File: src/rtl/seg7_scan_driver.sv
// Multiplexed NUM_DIGITS hex 7-segment driver with dead time, blanking, leading-zero
// suppression and a tear-free shadow buffer. Optional PWM dimming under SEG7_BRIGHTNESS_EN.
module seg7_scan_driver #(
    parameter int NUM_DIGITS   = 4,
    parameter int SCAN_DIV     = 50000,
    parameter int BLANK_CYCLES = 500,
    parameter int SEG_ACT_LOW  = 1,
    parameter int EN_ACT_LOW   = 1,
    parameter int LZ_SUPPRESS  = 0
) (
    input  logic                    clk,
    input  logic                    reset,
`ifdef SEG7_BRIGHTNESS_EN
    input  logic [3:0]              bright,
`endif
    input  logic                    wr_en,
    input  logic [4*NUM_DIGITS-1:0] wr_data,
    input  logic [NUM_DIGITS-1:0]   wr_dp,
    input  logic [NUM_DIGITS-1:0]   wr_blank,
    output logic                    wr_ready,
    output logic [6:0]              ds_reg,
    output logic                    ds_dp,
    output logic [NUM_DIGITS-1:0]   ds_en
);

    localparam int SC_W  = (SCAN_DIV > 1) ? $clog2(SCAN_DIV) : 1;
    localparam int IDX_W = (NUM_DIGITS > 1) ? $clog2(NUM_DIGITS) : 1;
    localparam logic [SC_W-1:0]       SLOT_LAST = SC_W'(SCAN_DIV - 1);
    localparam logic [IDX_W-1:0]      DIG_LAST  = IDX_W'(NUM_DIGITS - 1);
    localparam logic [6:0]            SEG_OFF   = (SEG_ACT_LOW != 0) ? 7'h7F : 7'h00;
    localparam logic                  DP_OFF    = (SEG_ACT_LOW != 0);
    localparam logic [NUM_DIGITS-1:0] EN_OFF    = (EN_ACT_LOW != 0) ? {NUM_DIGITS{1'b1}}
                                                                    : {NUM_DIGITS{1'b0}};

    // Active-high glyphs, bit order {g,f,e,d,c,b,a}
    function automatic logic [6:0] hex_glyph(input logic [3:0] nib);
        case (nib)
            4'h0: hex_glyph = 7'h3F;
            4'h1: hex_glyph = 7'h06;
            4'h2: hex_glyph = 7'h5B;
            4'h3: hex_glyph = 7'h4F;
            4'h4: hex_glyph = 7'h66;
            4'h5: hex_glyph = 7'h6D;
            4'h6: hex_glyph = 7'h7D;
            4'h7: hex_glyph = 7'h07;
            4'h8: hex_glyph = 7'h7F;
            4'h9: hex_glyph = 7'h6F;
            4'hA: hex_glyph = 7'h77;
            4'hB: hex_glyph = 7'h7C;
            4'hC: hex_glyph = 7'h39;
            4'hD: hex_glyph = 7'h5E;
            4'hE: hex_glyph = 7'h79;
            default: hex_glyph = 7'h71;
        endcase
    endfunction

    logic [SC_W-1:0]       slot_cnt;
    logic [IDX_W-1:0]      dig_idx;
    logic [4*NUM_DIGITS-1:0] act_data, sh_data;
    logic [NUM_DIGITS-1:0] act_dp, act_blank, sh_dp, sh_blank;
    logic                  sh_vld;
    logic                  slot_wrap, frame_end;

    assign slot_wrap = (slot_cnt == SLOT_LAST);
    assign frame_end = slot_wrap && (dig_idx == DIG_LAST);
    assign wr_ready  = !sh_vld;

    // Scan counters and double buffer; the shadow only moves to active at a frame boundary
    always_ff @(posedge clk) begin
        if (reset) begin
            slot_cnt  <= '0;
            dig_idx   <= '0;
            act_data  <= '0;
            act_dp    <= '0;
            act_blank <= '0;
            sh_data   <= '0;
            sh_dp     <= '0;
            sh_blank  <= '0;
            sh_vld    <= 1'b0;
        end else begin
            slot_cnt <= slot_wrap ? '0 : slot_cnt + 1'b1;
            if (slot_wrap)
                dig_idx <= (dig_idx == DIG_LAST) ? '0 : dig_idx + 1'b1;
            if (frame_end && sh_vld) begin
                act_data  <= sh_data;
                act_dp    <= sh_dp;
                act_blank <= sh_blank;
                sh_vld    <= 1'b0;
            end else if (wr_en && !sh_vld) begin
                sh_data  <= wr_data;
                sh_dp    <= wr_dp;
                sh_blank <= wr_blank;
                sh_vld   <= 1'b1;
            end
        end
    end

    // A digit is a leading zero when it and every higher digit are plain zeros
    logic [NUM_DIGITS-1:0] lz_mask;
    logic                  lz_run;
    always_comb begin
        lz_mask = '0;
        lz_run  = 1'b1;
        for (int i = NUM_DIGITS - 1; i > 0; i--) begin
            lz_run     = lz_run && (act_data[4*i +: 4] == 4'h0) && !act_dp[i] && !act_blank[i];
            lz_mask[i] = lz_run;
        end
    end

    logic scan_on, en_on;
    generate
        if (BLANK_CYCLES == 0) begin : g_no_dead
            assign scan_on = 1'b1;
        end else begin : g_dead
            assign scan_on = (slot_cnt >= SC_W'(BLANK_CYCLES));
        end
    endgenerate

`ifdef SEG7_BRIGHTNESS_EN
    logic [3:0] pwm_cnt;
    always_ff @(posedge clk) begin
        if (reset)
            pwm_cnt <= 4'h0;
        else
            pwm_cnt <= pwm_cnt + 4'h1;
    end
    assign en_on = scan_on && ((bright == 4'hF) || (pwm_cnt < bright));
`else
    assign en_on = scan_on;
`endif

    // Stage p0: decode current scan position into active-high pin values
    logic [3:0]            cur_nib;
    logic                  cur_dark;
    logic [6:0]            seg_p0;
    logic                  dp_p0;
    logic [NUM_DIGITS-1:0] en_p0;
    always_comb begin
        cur_nib  = act_data[dig_idx*4 +: 4];
        cur_dark = act_blank[dig_idx] || ((LZ_SUPPRESS != 0) && lz_mask[dig_idx]);
        seg_p0   = cur_dark ? 7'h00 : hex_glyph(cur_nib);
        dp_p0    = act_dp[dig_idx] && !cur_dark;
        en_p0    = '0;
        for (int i = 0; i < NUM_DIGITS; i++)
            en_p0[i] = en_on && (dig_idx == IDX_W'(i));
    end

    // Stage p1: registered pins with polarity applied
    always_ff @(posedge clk) begin
        if (reset) begin
            ds_reg <= SEG_OFF;
            ds_dp  <= DP_OFF;
            ds_en  <= EN_OFF;
        end else begin
            ds_reg <= seg_p0 ^ SEG_OFF;
            ds_dp  <= dp_p0 ^ DP_OFF;
            ds_en  <= en_p0 ^ EN_OFF;
        end
    end

endmodule

File: config.mk
export PLATFORM = sky130hd
export DESIGN_NAME = seg7_scan_driver
export DESIGN_NICKNAME = d
export VERILOG_FILES = /design/src/rtl/seg7_scan_driver.sv
export SDC_FILE = /design/constraint.sdc
export NUM_CORES = 1
export LEC_CHECK = 0
export ABC_AREA = 1
export BUFFER_PORTS_ARGS = -buffer_cell sky130_fd_sc_hd__buf_2
export CELL_PAD_IN_SITES_DETAIL_PLACEMENT = 0
export CELL_PAD_IN_SITES_GLOBAL_PLACEMENT = 2
export CORE_AREA = 2 2 104 106
export DETAILED_ROUTE_END_ITERATION = 10
export DIE_AREA = 0 0 106 108
export PLACE_DENSITY = 0.79
export SYNTH_ARGS = -nofsm -noshare
export SYNTH_HDL_FRONTEND = slang
export SYNTH_SLANG_ARGS = --single-unit
File: constraint.sdc
create_clock -name clk -period 4.5 [get_ports clk]
set_input_delay 0.45 -clock clk [delete_from_list [all_inputs] [get_ports clk]]
set_output_delay 0.45 -clock clk [all_outputs]
set_load 0.005 [all_outputs]
==> results of run 1 <==
worst max-delay path by stage:
stage	start	slack (ns)	end
floorplan	dig_idx[0]$_SDFFE_PP0N_	2.88	ds_reg[0]$_SDFF_PP1_
global placement	reset	2.24	ds_reg[5]$_SDFF_PP1_
detailed placement	dig_idx[0]$_SDFFE_PP0N_	2.25	act_data[14]$_SDFFE_PP0P_
CTS	dig_idx[0]$_SDFFE_PP0N_	2.22	act_data[14]$_SDFFE_PP0P_
global route	dig_idx[0]$_SDFFE_PP0N_	1.96	act_data[8]$_SDFFE_PP0P_
finish	dig_idx[0]$_SDFFE_PP0N_	2.22	act_data[14]$_SDFFE_PP0P_
cells in the mapped netlist (all sizes together):
cell type,n
a21oi,14
buf,8
clkbuf,10
dfxtp,79
ha,12
inv,58
nand2,118
nand3,29
nand3b,2
nand4,5
nor2,124
nor3,6
nor3b,1
o211ai,6
o21ai,30
xnor2,2
xor2,3
worst min-delay path, stage by stage:
cell	delay, ns
sky130_fd_sc_hd__buf_2	0.07
sky130_fd_sc_hd__nor2_1	0.03
sky130_fd_sc_hd__nor2_1	0.08
kinds of logic (layout without fill, tap and decap cells):
group,count (synthesis),count (layout),synth area share (%)
adder cells (fa/ha/maj),12,12,4.230
AO/OA/AOI/OAI,50,50,7.473
flip-flops,79,79,44.55
buffers and inverters,76,115,8.812
AND/OR/NAND/NOR,285,285,33.70
XOR/XNOR,5,5,1.234
through the flow:
step / hold slack [ns] / worst slack (ns) / cell area (um^2)
2_1_floorplan: 0.4299 / 2.885 / 3550
3_3_place_gp: 0.4453 / 2.244 / 3842
3_5_place_dp: 0.4543 / 2.246 / 3842
6_report: 0.3130 / 2.216 / 4054
4_1_cts: 0.2913 / 2.223 / 4054
5_1_grt: 0.3010 / 1.964 / 4054
power by group through the flow:
stage,sequential (uW),combinational (uW),clock (uW)
floorplan,748,39.1,0
global placement,752,62.4,0
detailed placement,751,63.2,0
finish,735,62.2,576
CTS,735,63.7,596
global route,738,73.2,626
layout by cell type, fill, tap and decap left out, drive strengths merged:
cell    instances
a21oi          14
buf            42
bufinv          2
clkbuf         11
clkinv          2
dfxtp          79
ha             12
inv            58
nand2         118
nand3          29
nand3b          2
nand4           5
nor2          124
nor3            6
nor3b           1
o211ai          6
o21ai          30
xnor2           2
xor2            3
layer usage:
metal  wire, um  track usage [%]  vias up
li1           -                -     1634
met1       4103            20.27     1275
met5          0                0        -
met3        313            2.652       13
met4        191            8.177        0
met2       3098            21.38       65
area by class of cell:
type                            instances  area share, %
Clock buffer                           11          3.488
Clock inverter                          4          1.728
Inverter                               58          5.370
Multi-Input combinational cell        352          40.83
Sequential cell                        79          39.01
Tap cell                              136          4.198
Timing Repair Buffer                   42          5.370
==> flow_metrics.env, run 1 <==
export IMPL_grt_first_pass_wirelength_um=13190
export IMPL_gr_usage_all_layers_pct=14.60
export IMPL_cts_hold_buffers=0
export IMPL_antenna_cells=0
export IMPL_yosys_warning_total=0
export IMPL_fmaxAchievable_mhz=437.9
export IMPL_number_of_port_buffers=39
export IMPL_hold_path_class="in -> reg"
export IMPL_tritoncts="built"
export IMPL_worst_hold_path_endpoint="sh_data[7]$_SDFFE_PP0P_"
export IMPL_delay_of_the_slowest_cell_on_the_worst_path_ns=0.74
export IMPL_power_density_nw_per_um2=338.8
export IMPL_r2r_cells=7
export IMPL_initial_core_util_pct=34.69
export IMPL_synthesis_instances=507
export IMPL_place_congestion=0.7529
export IMPL_clkLatencyLatePin_ns=0.35
export IMPL_vdd_ir_drop_worst_uv=123.7
export IMPL_syn_num_nets=546
export IMPL_via_count=2987
export IMPL_clk_path_buf_depth=2
export IMPL_cts_num_sinks=79
export IMPL_setup_violations=0
export IMPL_fp_dieArea_um2=11450
export IMPL_path_cells="ha_1 > nand2_1 > inv_1 > nand4_2 > buf_4 > nor2_1 > nor2_1"
export IMPL_clk_pin_slew_ns=0.08
export IMPL_crit_fanout=38
export IMPL_drt_antenna_violating_nets=0
export IMPL_comb_power_share_pct=4.5
export IMPL_crit_buf_inv=2
export IMPL_timing_worst_setup_path_type="reg -> reg"
export IMPL_post_synth_instance_area_um2=3550
export IMPL_grt_setup_unrepaired="no"
export IMPL_postSynthAreaPerCell_um2=7.001
export IMPL_ff_to_ff_start="dig_idx[0]$_SDFFE_PP0N_"
export IMPL_cts_setup_buffers=0
export IMPL_place_detailed_instances=667
export IMPL_post_synth_top_area_cell="sky130_fd_sc_hd__dfxtp_1"
export IMPL_drt_pass1_iter_count=4
export IMPL_library_cell_contributing_the_largest_single_delay_on_the_critical_path="sky130_fd_sc_hd__dfxtp_1"
export IMPL_final_instance_count_excl_fill=682
export IMPL_cts_root_buf="sky130_fd_sc_hd__clkbuf_8"
export IMPL_numCtsBuffers=9
export IMPL_swShare_pct=22.18
export IMPL_max_cap_violations=0
export IMPL_finalWirelength_um=7707
export IMPL_totalPowerFinal_uw=1374
export IMPL_grt_start_max_net_pins=39
export IMPL_detail_route_vias_per_cell=4.380
export IMPL_post_detailed_route_wirelength_per_cell_um=11.30
export IMPL_setup_total_negative_slack_ns=0
export IMPL_post_route_util_pct=39.62
export IMPL_route_detailed_drc=0
export IMPL_die_height_um=108
export IMPL_path_common_cell="sky130_fd_sc_hd__nor2_1"
export IMPL_hold_viol_final=0
export IMPL_die_width_um=106
export IMPL_number_of_global_route_vias_before_repair=2740
export IMPL_layout_worst_path_cycle_share_pct=50.75
export IMPL_crit_family="flip-flops"
export IMPL_area_sequential_um2=1582
export IMPL_h_tree_depth=3
export IMPL_grt_remaining_overflow=0
export IMPL_synth_yosys_seq_area_share_pct=44.55
export IMPL_worst_slew_pin_slew_ns=1.085
export IMPL_static_leakage_uw=0.001918
export IMPL_drive_above_1_share_pct=14.29
export IMPL_min_period_ns=2.284
export IMPL_run_status="completed"
export IMPL_worst_r2r_endpoint="act_data[14]$_SDFFE_PP0P_"
export IMPL_synth_seq_cells=79
export IMPL_core_area_um2=10230
export IMPL_multi_input_comb_area_um2=1655
export IMPL_nNetsFinal=581
export IMPL_wp_depth=7
export IMPL_ys_top_cells_by_area="sky130_fd_sc_hd__dfxtp_1 45%, sky130_fd_sc_hd__nand2_1 12%, sky130_fd_sc_hd__nor2_1 12%"
export IMPL_cp_data_required_time_ns=4.75
export IMPL_cp_start_kind="flip-flop"
export IMPL_rrSetupSlack_ns=2.22
export IMPL_endpoint_kind="flip-flop"
export IMPL_timing_critical_path_arrival_ns=2.53
export IMPL_yosysUniqueCellTypes=25
export IMPL_grt_antenna_before_repair=0
export IMPL_cts_resized=0
export IMPL_fillers=1097
export IMPL_worstHoldPathCells=3
export IMPL_ioPinCount=40
export IMPL_first_iter_violations=155
export IMPL_synth_top_cell_area_share_pct=44.55
export IMPL_std_cell_rows=37
export IMPL_timing_slew_headroom_pct=27.58
export IMPL_power_sequential_fraction_pct=53.5
export IMPL_reg_largest_list="act_data (16), sh_data (16), slot_cnt (16)"
export IMPL_dp_final_hpwl_um=5347
export IMPL_share_clk_of_total_power_pct=42.0
export IMPL_skew_ns=0.006279
export IMPL_final_max_slew_violation_count=0
export IMPL_power_switching_uw=304.6
export IMPL_worst_hold_startpoint="wr_data[7]"
export IMPL_power_internal_uw=1069
export IMPL_syn2layout_area_growth_pct=14.21
Power figures use the tool's default switching activity.
==> run 2, diff against run 1 <==
--- a/config.mk
+++ b/config.mk
@@ -9,10 +9,10 @@
 export BUFFER_PORTS_ARGS = -buffer_cell sky130_fd_sc_hd__buf_2
 export CELL_PAD_IN_SITES_DETAIL_PLACEMENT = 0
 export CELL_PAD_IN_SITES_GLOBAL_PLACEMENT = 2
-export CORE_AREA = 2 2 104 106
+export CORE_AREA = 2 2 114 116
 export DETAILED_ROUTE_END_ITERATION = 10
-export DIE_AREA = 0 0 106 108
-export PLACE_DENSITY = 0.79
+export DIE_AREA = 0 0 116 118
+export PLACE_DENSITY = 0.69
 export SYNTH_ARGS = -nofsm -noshare
 export SYNTH_HDL_FRONTEND = slang
 export SYNTH_SLANG_ARGS = --single-unit
==> constraint.sdc (replaced) <==
create_clock -name clk -period 2.1 [get_ports clk]
set_input_delay 0.21 -clock clk [delete_from_list [all_inputs] [get_ports clk]]
set_output_delay 0.21 -clock clk [all_outputs]
set_load 0.005 [all_outputs]
==> run 2 against run 1 <==
Core utilization down 6.0 points. Final cell count up 5.7%. Clock skew up 0.00076 ns. Critical path depth up 3. Clock power up 140%. Via count up 2.0%. Flip-flop and latch count unchanged. Setup slack worse by 1.9 ns. Worst hold slack worse by 0.22 ns. Count of clock-buffer cells in the layout down 1. Register-to-register slack worse by 1.9 ns. Critical path type unchanged. Largest cell class unchanged. Largest power group unchanged.
==> flow_metrics.env, run 2 (synthesis results as in run 1) <==
export IMPL_place_detailed_instances=706
export IMPL_library_cell_contributing_the_largest_single_delay_on_the_critical_path="sky130_fd_sc_hd__dfxtp_2"
export IMPL_place_congestion=0.7458
export IMPL_worst_slew_pin_slew_ns=0.7095
export IMPL_run_status="completed"
export IMPL_clkLatencyLatePin_ns=0.34
export IMPL_layout_worst_path_cycle_share_pct=83.12
export IMPL_setup_violations=0
export IMPL_setup_total_negative_slack_ns=0
export IMPL_max_cap_violations=0
export IMPL_rrSetupSlack_ns=0.35
export IMPL_finalWirelength_um=8008
export IMPL_vdd_ir_drop_worst_uv=345.3
export IMPL_initial_core_util_pct=28.59
export IMPL_final_hold_worst_slack_ns=0.08840
export IMPL_timing_slew_headroom_pct=52.65
export IMPL_cp_data_required_time_ns=2.33
export IMPL_nNetsFinal=584
export IMPL_cp_start_kind="flip-flop"
export IMPL_h_tree_depth=3
export IMPL_cts_hold_buffers=0
export IMPL_antenna_cells=0
export IMPL_worst_r2r_endpoint="ds_reg[3]$_SDFF_PP1_"
export IMPL_min_period_ns=1.746
export IMPL_power_switching_uw=698.3
export IMPL_hold_viol_final=0
export IMPL_route_detailed_drc=0
export IMPL_most_common_library_cell_in_the_layout_ignoring_fill_and_taps="sky130_fd_sc_hd__nand2_1"
export IMPL_drt_pass1_iter_count=4
export IMPL_final_instance_count_excl_fill=721
export IMPL_dp_final_hpwl_um=5658
export IMPL_drt_antenna_violating_nets=0
export IMPL_area_sequential_um2=1584
export IMPL_post_detailed_route_wirelength_per_cell_um=11.11
export IMPL_cts_root_buf="sky130_fd_sc_hd__clkbuf_16"
export IMPL_power_internal_uw=2416
export IMPL_final_max_slew_violation_count=0
export IMPL_power_density_nw_per_um2=745.7
export IMPL_post_route_util_pct=33.64
export IMPL_power_sequential_fraction_pct=50.5
export IMPL_path_common_cell="sky130_fd_sc_hd__nand2_1"
export IMPL_hold_path_class="in -> reg"
export IMPL_core_area_um2=12410
export IMPL_tritoncts="built"
export IMPL_endpoint="ds_reg[3]$_SDFF_PP1_"
export IMPL_drive_above_1_share_pct=15.30
export IMPL_crit_fanout=12
export IMPL_cts_num_sinks=79
export IMPL_clk_pin_slew_ns=0.06
export IMPL_detail_route_vias_per_cell=4.225
export IMPL_grt_antenna_before_repair=0
export IMPL_ioPinCount=40
export IMPL_number_of_global_route_vias_before_repair=2962
export IMPL_swShare_pct=22.42
export IMPL_skew_ns=0.007041
export IMPL_grt_setup_unrepaired="no"
export IMPL_numCtsBuffers=9
export IMPL_std_cell_rows=41
export IMPL_gr_usage_all_layers_pct=13.10
export IMPL_clk_path_buf_depth=2
export IMPL_fp_dieArea_um2=13690
export IMPL_via_count=3046
export IMPL_die_width_um=116
export IMPL_comb_power_share_pct=4.4
export IMPL_grt_first_pass_wirelength_um=14030
export IMPL_number_of_port_buffers=39
export IMPL_startpoint="dig_idx[0]$_SDFFE_PP0N_"
export IMPL_cts_setup_buffers=0
export IMPL_endpoint_kind="flip-flop"
export IMPL_share_clk_of_total_power_pct=45.1
export IMPL_grt_remaining_overflow=0
export IMPL_syn2layout_area_growth_pct=17.66
export IMPL_timing_critical_path_arrival_ns=1.98
export IMPL_fillers=1405
export IMPL_worst_hold_startpoint="wr_data[0]"
export IMPL_path_cells="buf_4 > a21oi_1 > o21ai_0 > nand2_1 > inv_1 > ha_1 > nand3_1 > nand3_1 > nand2_1 > nand2_1"
export IMPL_r2r_cells=10
export IMPL_delay_of_the_slowest_cell_on_the_worst_path_ns=0.39
export IMPL_reg_largest_list="act_data (16), sh_data (16), slot_cnt (16)"
export IMPL_timing_worst_setup_path_type="reg -> reg"
export IMPL_static_leakage_uw=0.001962
export IMPL_multi_input_comb_area_um2=1655
export IMPL_most_common_layout_cells="115 x sky130_fd_sc_hd__nand2_1, 112 x sky130_fd_sc_hd__nor2_1, 77 x sky130_fd_sc_hd__dfxtp_1"
export IMPL_die_height_um=118
export IMPL_first_iter_violations=133
export IMPL_ff_to_ff_start="dig_idx[0]$_SDFFE_PP0N_"
export IMPL_grt_start_max_net_pins=50
export IMPL_fmaxAchievable_mhz=572.9
[run 2: what timing repair did]
action                     in CTS  in global routing
hold endpoints to repair        0                  0
setup endpoints to repair       0                  3
gates resized for setup         0                  2
[run 2: worst min path at each step]
stage / cells after the start / endpoint
2_1_floorplan: 2 / sh_vld$_SDFFE_PP0P_
3_3_place_gp: 3 / sh_data[5]$_SDFFE_PP0P_
3_5_place_dp: 3 / sh_data[7]$_SDFFE_PP0P_
4_1_cts: 3 / sh_data[0]$_SDFFE_PP0P_
5_1_grt: 3 / sh_data[8]$_SDFFE_PP0P_
6_report: 3 / sh_data[0]$_SDFFE_PP0P_
[run 2: routing by layer]
layer	track usage, %	vias to the layer above	share of wire [%]
li1	-	1649	-
met2	19.01	58	42
met1	17.45	1323	51
met3	4.016	16	4.6
met4	6.548	0	2.4
met5	0	-	0
[run 2: power by group through the flow]
| stage | logic (uW) | registers (uW) | clock network, uW |
|---|---|---|---|
| finish | 135 | 1570 | 1410 |
| global route | 163 | 1580 | 1530 |
| CTS | 140 | 1570 | 1470 |
| detailed placement | 139 | 1610 | 0 |
| global placement | 137 | 1610 | 0 |
| floorplan | 83.8 | 1600 | 0 |
[run 2: stage by stage]
| stage | setup slack, ns | cell area, um^2 | power, uW |
|---|---|---|---|
| final | 0.3545 | 4177 | 3114 |
| after global routing | 0.1255 | 4177 | 3272 |
| after CTS | 0.1806 | 4174 | 3183 |
| after detailed placement | 0.1969 | 3910 | 1746 |
| after global placement | 0.2771 | 3910 | 1744 |
| after floorplan | 0.4846 | 3550 | 1686 |
[run 2: layout make-up]
class	count	share of cell area, %
Clock inverter	5	0.5992
Sequential cell	79	37.93
Inverter	58	5.213
Tap cell	172	5.153
Multi-Input combinational cell	352	39.63
Clock buffer	10	5.722
Timing Repair Buffer	45	5.752
[run 2: critical path, delay by kind of cell (launching register included)]
| kind | cells | cell delay [ns] |
|---|---|---|
| buf+inv | 2 | 0.29 |
| flops | 1 | 0.39 |
| compound gates | 2 | 0.21 |
| simple gates | 5 | 0.53 |
| fa+ha+maj | 1 | 0.20 |
==> run 3, diff against run 2 <==
==> config.mk (replaced) <==
export PLATFORM = sky130hd
export DESIGN_NAME = seg7_scan_driver
export DESIGN_NICKNAME = d
export VERILOG_FILES = /design/src/rtl/seg7_scan_driver.sv
export SDC_FILE = /design/constraint.sdc
export NUM_CORES = 1
export LEC_CHECK = 0
export ABC_AREA = 0
export BUFFER_PORTS_ARGS = -buffer_cell sky130_fd_sc_hd__buf_2
export CELL_PAD_IN_SITES_DETAIL_PLACEMENT = 0
export CELL_PAD_IN_SITES_GLOBAL_PLACEMENT = 2
export CORE_AREA = 2 2 103 105
export DETAILED_ROUTE_END_ITERATION = 10
export DIE_AREA = 0 0 105 107
export PLACE_DENSITY = 0.74
export SYNTH_ARGS = -nofsm -noshare
export SYNTH_HDL_FRONTEND = slang
export SYNTH_SLANG_ARGS = --single-unit
==> constraint.sdc (replaced) <==
create_clock -name clk -period 1.7 [get_ports clk]
set_input_delay 0.17 -clock clk [delete_from_list [all_inputs] [get_ports clk]]
set_output_delay 0.17 -clock clk [all_outputs]
set_load 0.005 [all_outputs]
==> run 3 against run 2 <==
The run now ends with negative setup slack left. Die area down 18%. Global-route usage up 3.6 points. Worst hold slack lost 0.049 ns. Sequential power rose by 22%. Setup slack got worse by 0.59 ns. Clock skew grew 0.0047 ns. First-iteration DRC count decreased by 7.5%. Power increased by 8.4%. Sequential share of layout area down 7.1 points. Final area grew 24%. Non-clock buffer count rose by 74. Critical endpoint is now act_blank[2]$_SDFFE_PP0P_.
==> flow_metrics.env, run 3 <==
export IMPL_dp_slack_ns=-0.2110
export IMPL_final_max_slew_violation_count=0
export IMPL_yosysUniqueCellTypes=42
export IMPL_tritoncts="built"
export IMPL_worst_slew_pin_slew_ns=0.5047
export IMPL_die_height_um=107
export IMPL_crit_family="simple AND/OR/NAND/NOR gates"
export IMPL_synth_edf_count=0
export IMPL_static_leakage_uw=0.001838
export IMPL_number_of_port_buffers=39
export IMPL_post_synth_instance_area_um2=3591
export IMPL_totalPowerFinal_uw=3377
export IMPL_initial_core_util_pct=35.58
export IMPL_fp_dieArea_um2=11240
export IMPL_syn_num_nets=427
export IMPL_cts_num_sinks=79
export IMPL_yosys_warning_total=0
export IMPL_yosysMostFrequentCell="sky130_fd_sc_hd__dfxtp_1"
export IMPL_skew_ns=0.01178
export IMPL_place_detailed_instances=593
export IMPL_min_period_ns=1.939
export IMPL_run_status="finished with violations"
export IMPL_crit_fanout=8
export IMPL_layout_worst_path_cycle_share_pct=114.0
export IMPL_gr_usage_all_layers_pct=16.69
export IMPL_path_cells="or2_1 > or4b_4 > buf_4 > buf_8 > o31ai_2 > a21oi_1"
export IMPL_core_area_um2=10090
export IMPL_grt_first_pass_wirelength_um=15030
export IMPL_timing_critical_path_arrival_ns=2.17
export IMPL_clkLatencyLatePin_ns=0.36
export IMPL_nNetsFinal=526
export IMPL_synth_top_flop_cell="sky130_fd_sc_hd__dfxtp_1"
export IMPL_clk_pin_slew_ns=0.08
export IMPL_post_synth_top_area_cell="sky130_fd_sc_hd__dfxtp_1"
export IMPL_failed_checks="negative setup slack"
export IMPL_dp_final_hpwl_um=5930
export IMPL_grt_antenna_before_repair=0
export IMPL_syn2layout_area_growth_pct=43.83
export IMPL_hold_path_class="in -> reg"
export IMPL_finalWirelength_um=9724
export IMPL_library_cell_contributing_the_largest_single_delay_on_the_critical_path="sky130_fd_sc_hd__or4b_4"
export IMPL_cp_start_kind="flip-flop"
export IMPL_synth_top_cells_by_count="79 x sky130_fd_sc_hd__dfxtp_1, 60 x sky130_fd_sc_hd__nand2_1, 56 x sky130_fd_sc_hd__a21oi_1"
export IMPL_delay_of_the_slowest_cell_on_the_worst_path_ns=0.63
export IMPL_grt_setup_unrepaired="yes"
export IMPL_vdd_ir_drop_worst_uv=401.8
export IMPL_cts_root_buf="sky130_fd_sc_hd__clkbuf_8"
export IMPL_grt_remaining_overflow=0
export IMPL_synth_yosys_seq_area_share_pct=44.04
export IMPL_endpoint_kind="flip-flop"
export IMPL_reg_largest_list="act_data (16), sh_data (16), slot_cnt (16)"
export IMPL_post_detailed_route_wirelength_per_cell_um=15.51
export IMPL_h_tree_depth=3
export IMPL_most_common_layout_cells="73 x sky130_fd_sc_hd__dfxtp_1, 59 x sky130_fd_sc_hd__nand2_1, 55 x sky130_fd_sc_hd__buf_4"
export IMPL_power_density_nw_per_um2=653.9
export IMPL_timing_worst_setup_path_type="reg -> reg"
export IMPL_ys_top_cells_by_area="sky130_fd_sc_hd__dfxtp_1 44%, sky130_fd_sc_hd__a21oi_1 7.8%, sky130_fd_sc_hd__nand2_1 6.3%"
export IMPL_cp_data_required_time_ns=1.94
export IMPL_number_of_global_route_vias_before_repair=3021
export IMPL_grt_start_max_net_pins=30
export IMPL_drt_antenna_violating_nets=0
export IMPL_setup_violations=47
export IMPL_place_congestion=0.7564
export IMPL_std_cell_rows=37
export IMPL_via_count=3141
export IMPL_clk_path_buf_depth=2
export IMPL_drt_pass1_iter_count=4
export IMPL_antenna_cells=0
export IMPL_final_hold_worst_slack_ns=0.03921
export IMPL_route_detailed_drc=0
export IMPL_final_instance_count_excl_fill=627
export IMPL_ioPinCount=40
export IMPL_setup_slack_ns=-0.2386
export IMPL_hold_viol_final=0
export IMPL_postSynthAreaPerCell_um2=9.255
export IMPL_postSynth_asyncResetShare_pct=0
export IMPL_drive_above_1_share_pct=43.38
export IMPL_synthesis_instances=388
export IMPL_first_iter_violations=123
export IMPL_crit_buf_inv=2
export IMPL_detail_route_vias_per_cell=5.010
export IMPL_cts_hold_buffers=0
export IMPL_timing_slew_headroom_pct=66.36
export IMPL_fmaxAchievable_mhz=515.8
export IMPL_die_width_um=105
export IMPL_most_common_library_cell_in_the_layout_ignoring_fill_and_taps="sky130_fd_sc_hd__dfxtp_1"
export IMPL_max_cap_violations=0
export IMPL_synth_top_cell_area_share_pct=44.04
export IMPL_numCtsBuffers=9
export IMPL_setup_total_negative_slack_ns=-7.453
export IMPL_synth_seq_cells=79
run 3: cell count changes after synthesis, sizes merged, moves of 5 or more:
cell / change
nand4: +21
o31ai: +24
nand3: -21
nor2: -106
nand2: -58
mux4: +7
clkbuf: +5
inv: -45
o221ai: +6
o211ai: -6
o21ai: -25
xnor2: +5
a21oi: +42
buf: +8
run 3: path summary, 6_finish.rpt:
path | startpoint | end | slack (ns) | cells past startpoint
worst max-delay path | slot_cnt[7]$_SDFF_PP0_ | act_blank[2]$_SDFFE_PP0P_ | -0.24 | 6
worst min-delay path | wr_blank[3] | sh_blank[3]$_SDFFE_PP0P_ | 0.04 | 3
worst max register to register | slot_cnt[7]$_SDFF_PP0_ | act_blank[2]$_SDFFE_PP0P_ | -0.24 | 6
worst min register to register | sh_data[13]$_SDFFE_PP0P_ | sh_data[13]$_SDFFE_PP0P_ | 0.46 | 2
run 3: final cells by class:
cell class,instances,area [um^2]
multi-input cells,265,2173
well taps,136,170.2
clock inverters,4,22.52
repair buffers,119,1015
flip-flops and latches,79,1592
fillers,985,4927
inverters,13,51.30
clock buffers,11,141.4
run 3: report_power, final:
group / switching [uW] / internal, uW
logic: 121 / 97.4
registers: 26.0 / 1900
clock network: 682 / 555
total: 829 / 2550
run 3: repair_timing:
action                                  in CTS  in global routing
resized for setup                           29                 62
gates cloned                                 2                  5
endpoints found under the setup margin      48                 50
endpoints found under the hold margin        0                  0
setup buffers                                3                 13
pin swaps                                   22                 39
run 3: logic make-up (layout without fill, tap and decap cells):
family | count (synthesis) | in the layout | synth area share (%)
buffers and inverters | 44 | 147 | 6.272
DFF | 79 | 79 | 44.04
muxes | 8 | 8 | 4.669
adders and majority gates | 12 | 12 | 4.181
AOI/OAI and AO/OA | 95 | 95 | 18.64
and+or+nand+nor | 139 | 139 | 19.51
xor gates and xnor gates | 11 | 11 | 2.683
run 3: worst reg2reg max path, delay by kind of cell (launching register included):
| family | cells | cell delay [ns] |
|---|---|---|
| AO/OA/AOI/OAI | 2 | 0.33 |
| flip-flops | 1 | 0.32 |
| AND/OR/NAND/NOR | 2 | 0.87 |
| buffers and inverters | 2 | 0.32 |
run 3: per-layer routing:
metal,global-route usage (%),wire (um)
met1,22.19,4704
met5,0,0
met3,2.614,259
met2,27.23,4617
met4,6.571,143
run 3: per-stage QoR:
stage / utilization (%) / instance area (um^2)
2_1_floorplan: - / 3654
3_3_place_gp: 42.65 / 4304
3_5_place_dp: 42.65 / 4304
4_1_cts: 46.81 / 4725
5_1_grt: 51.18 / 5165
6_report: 51.18 / 5165
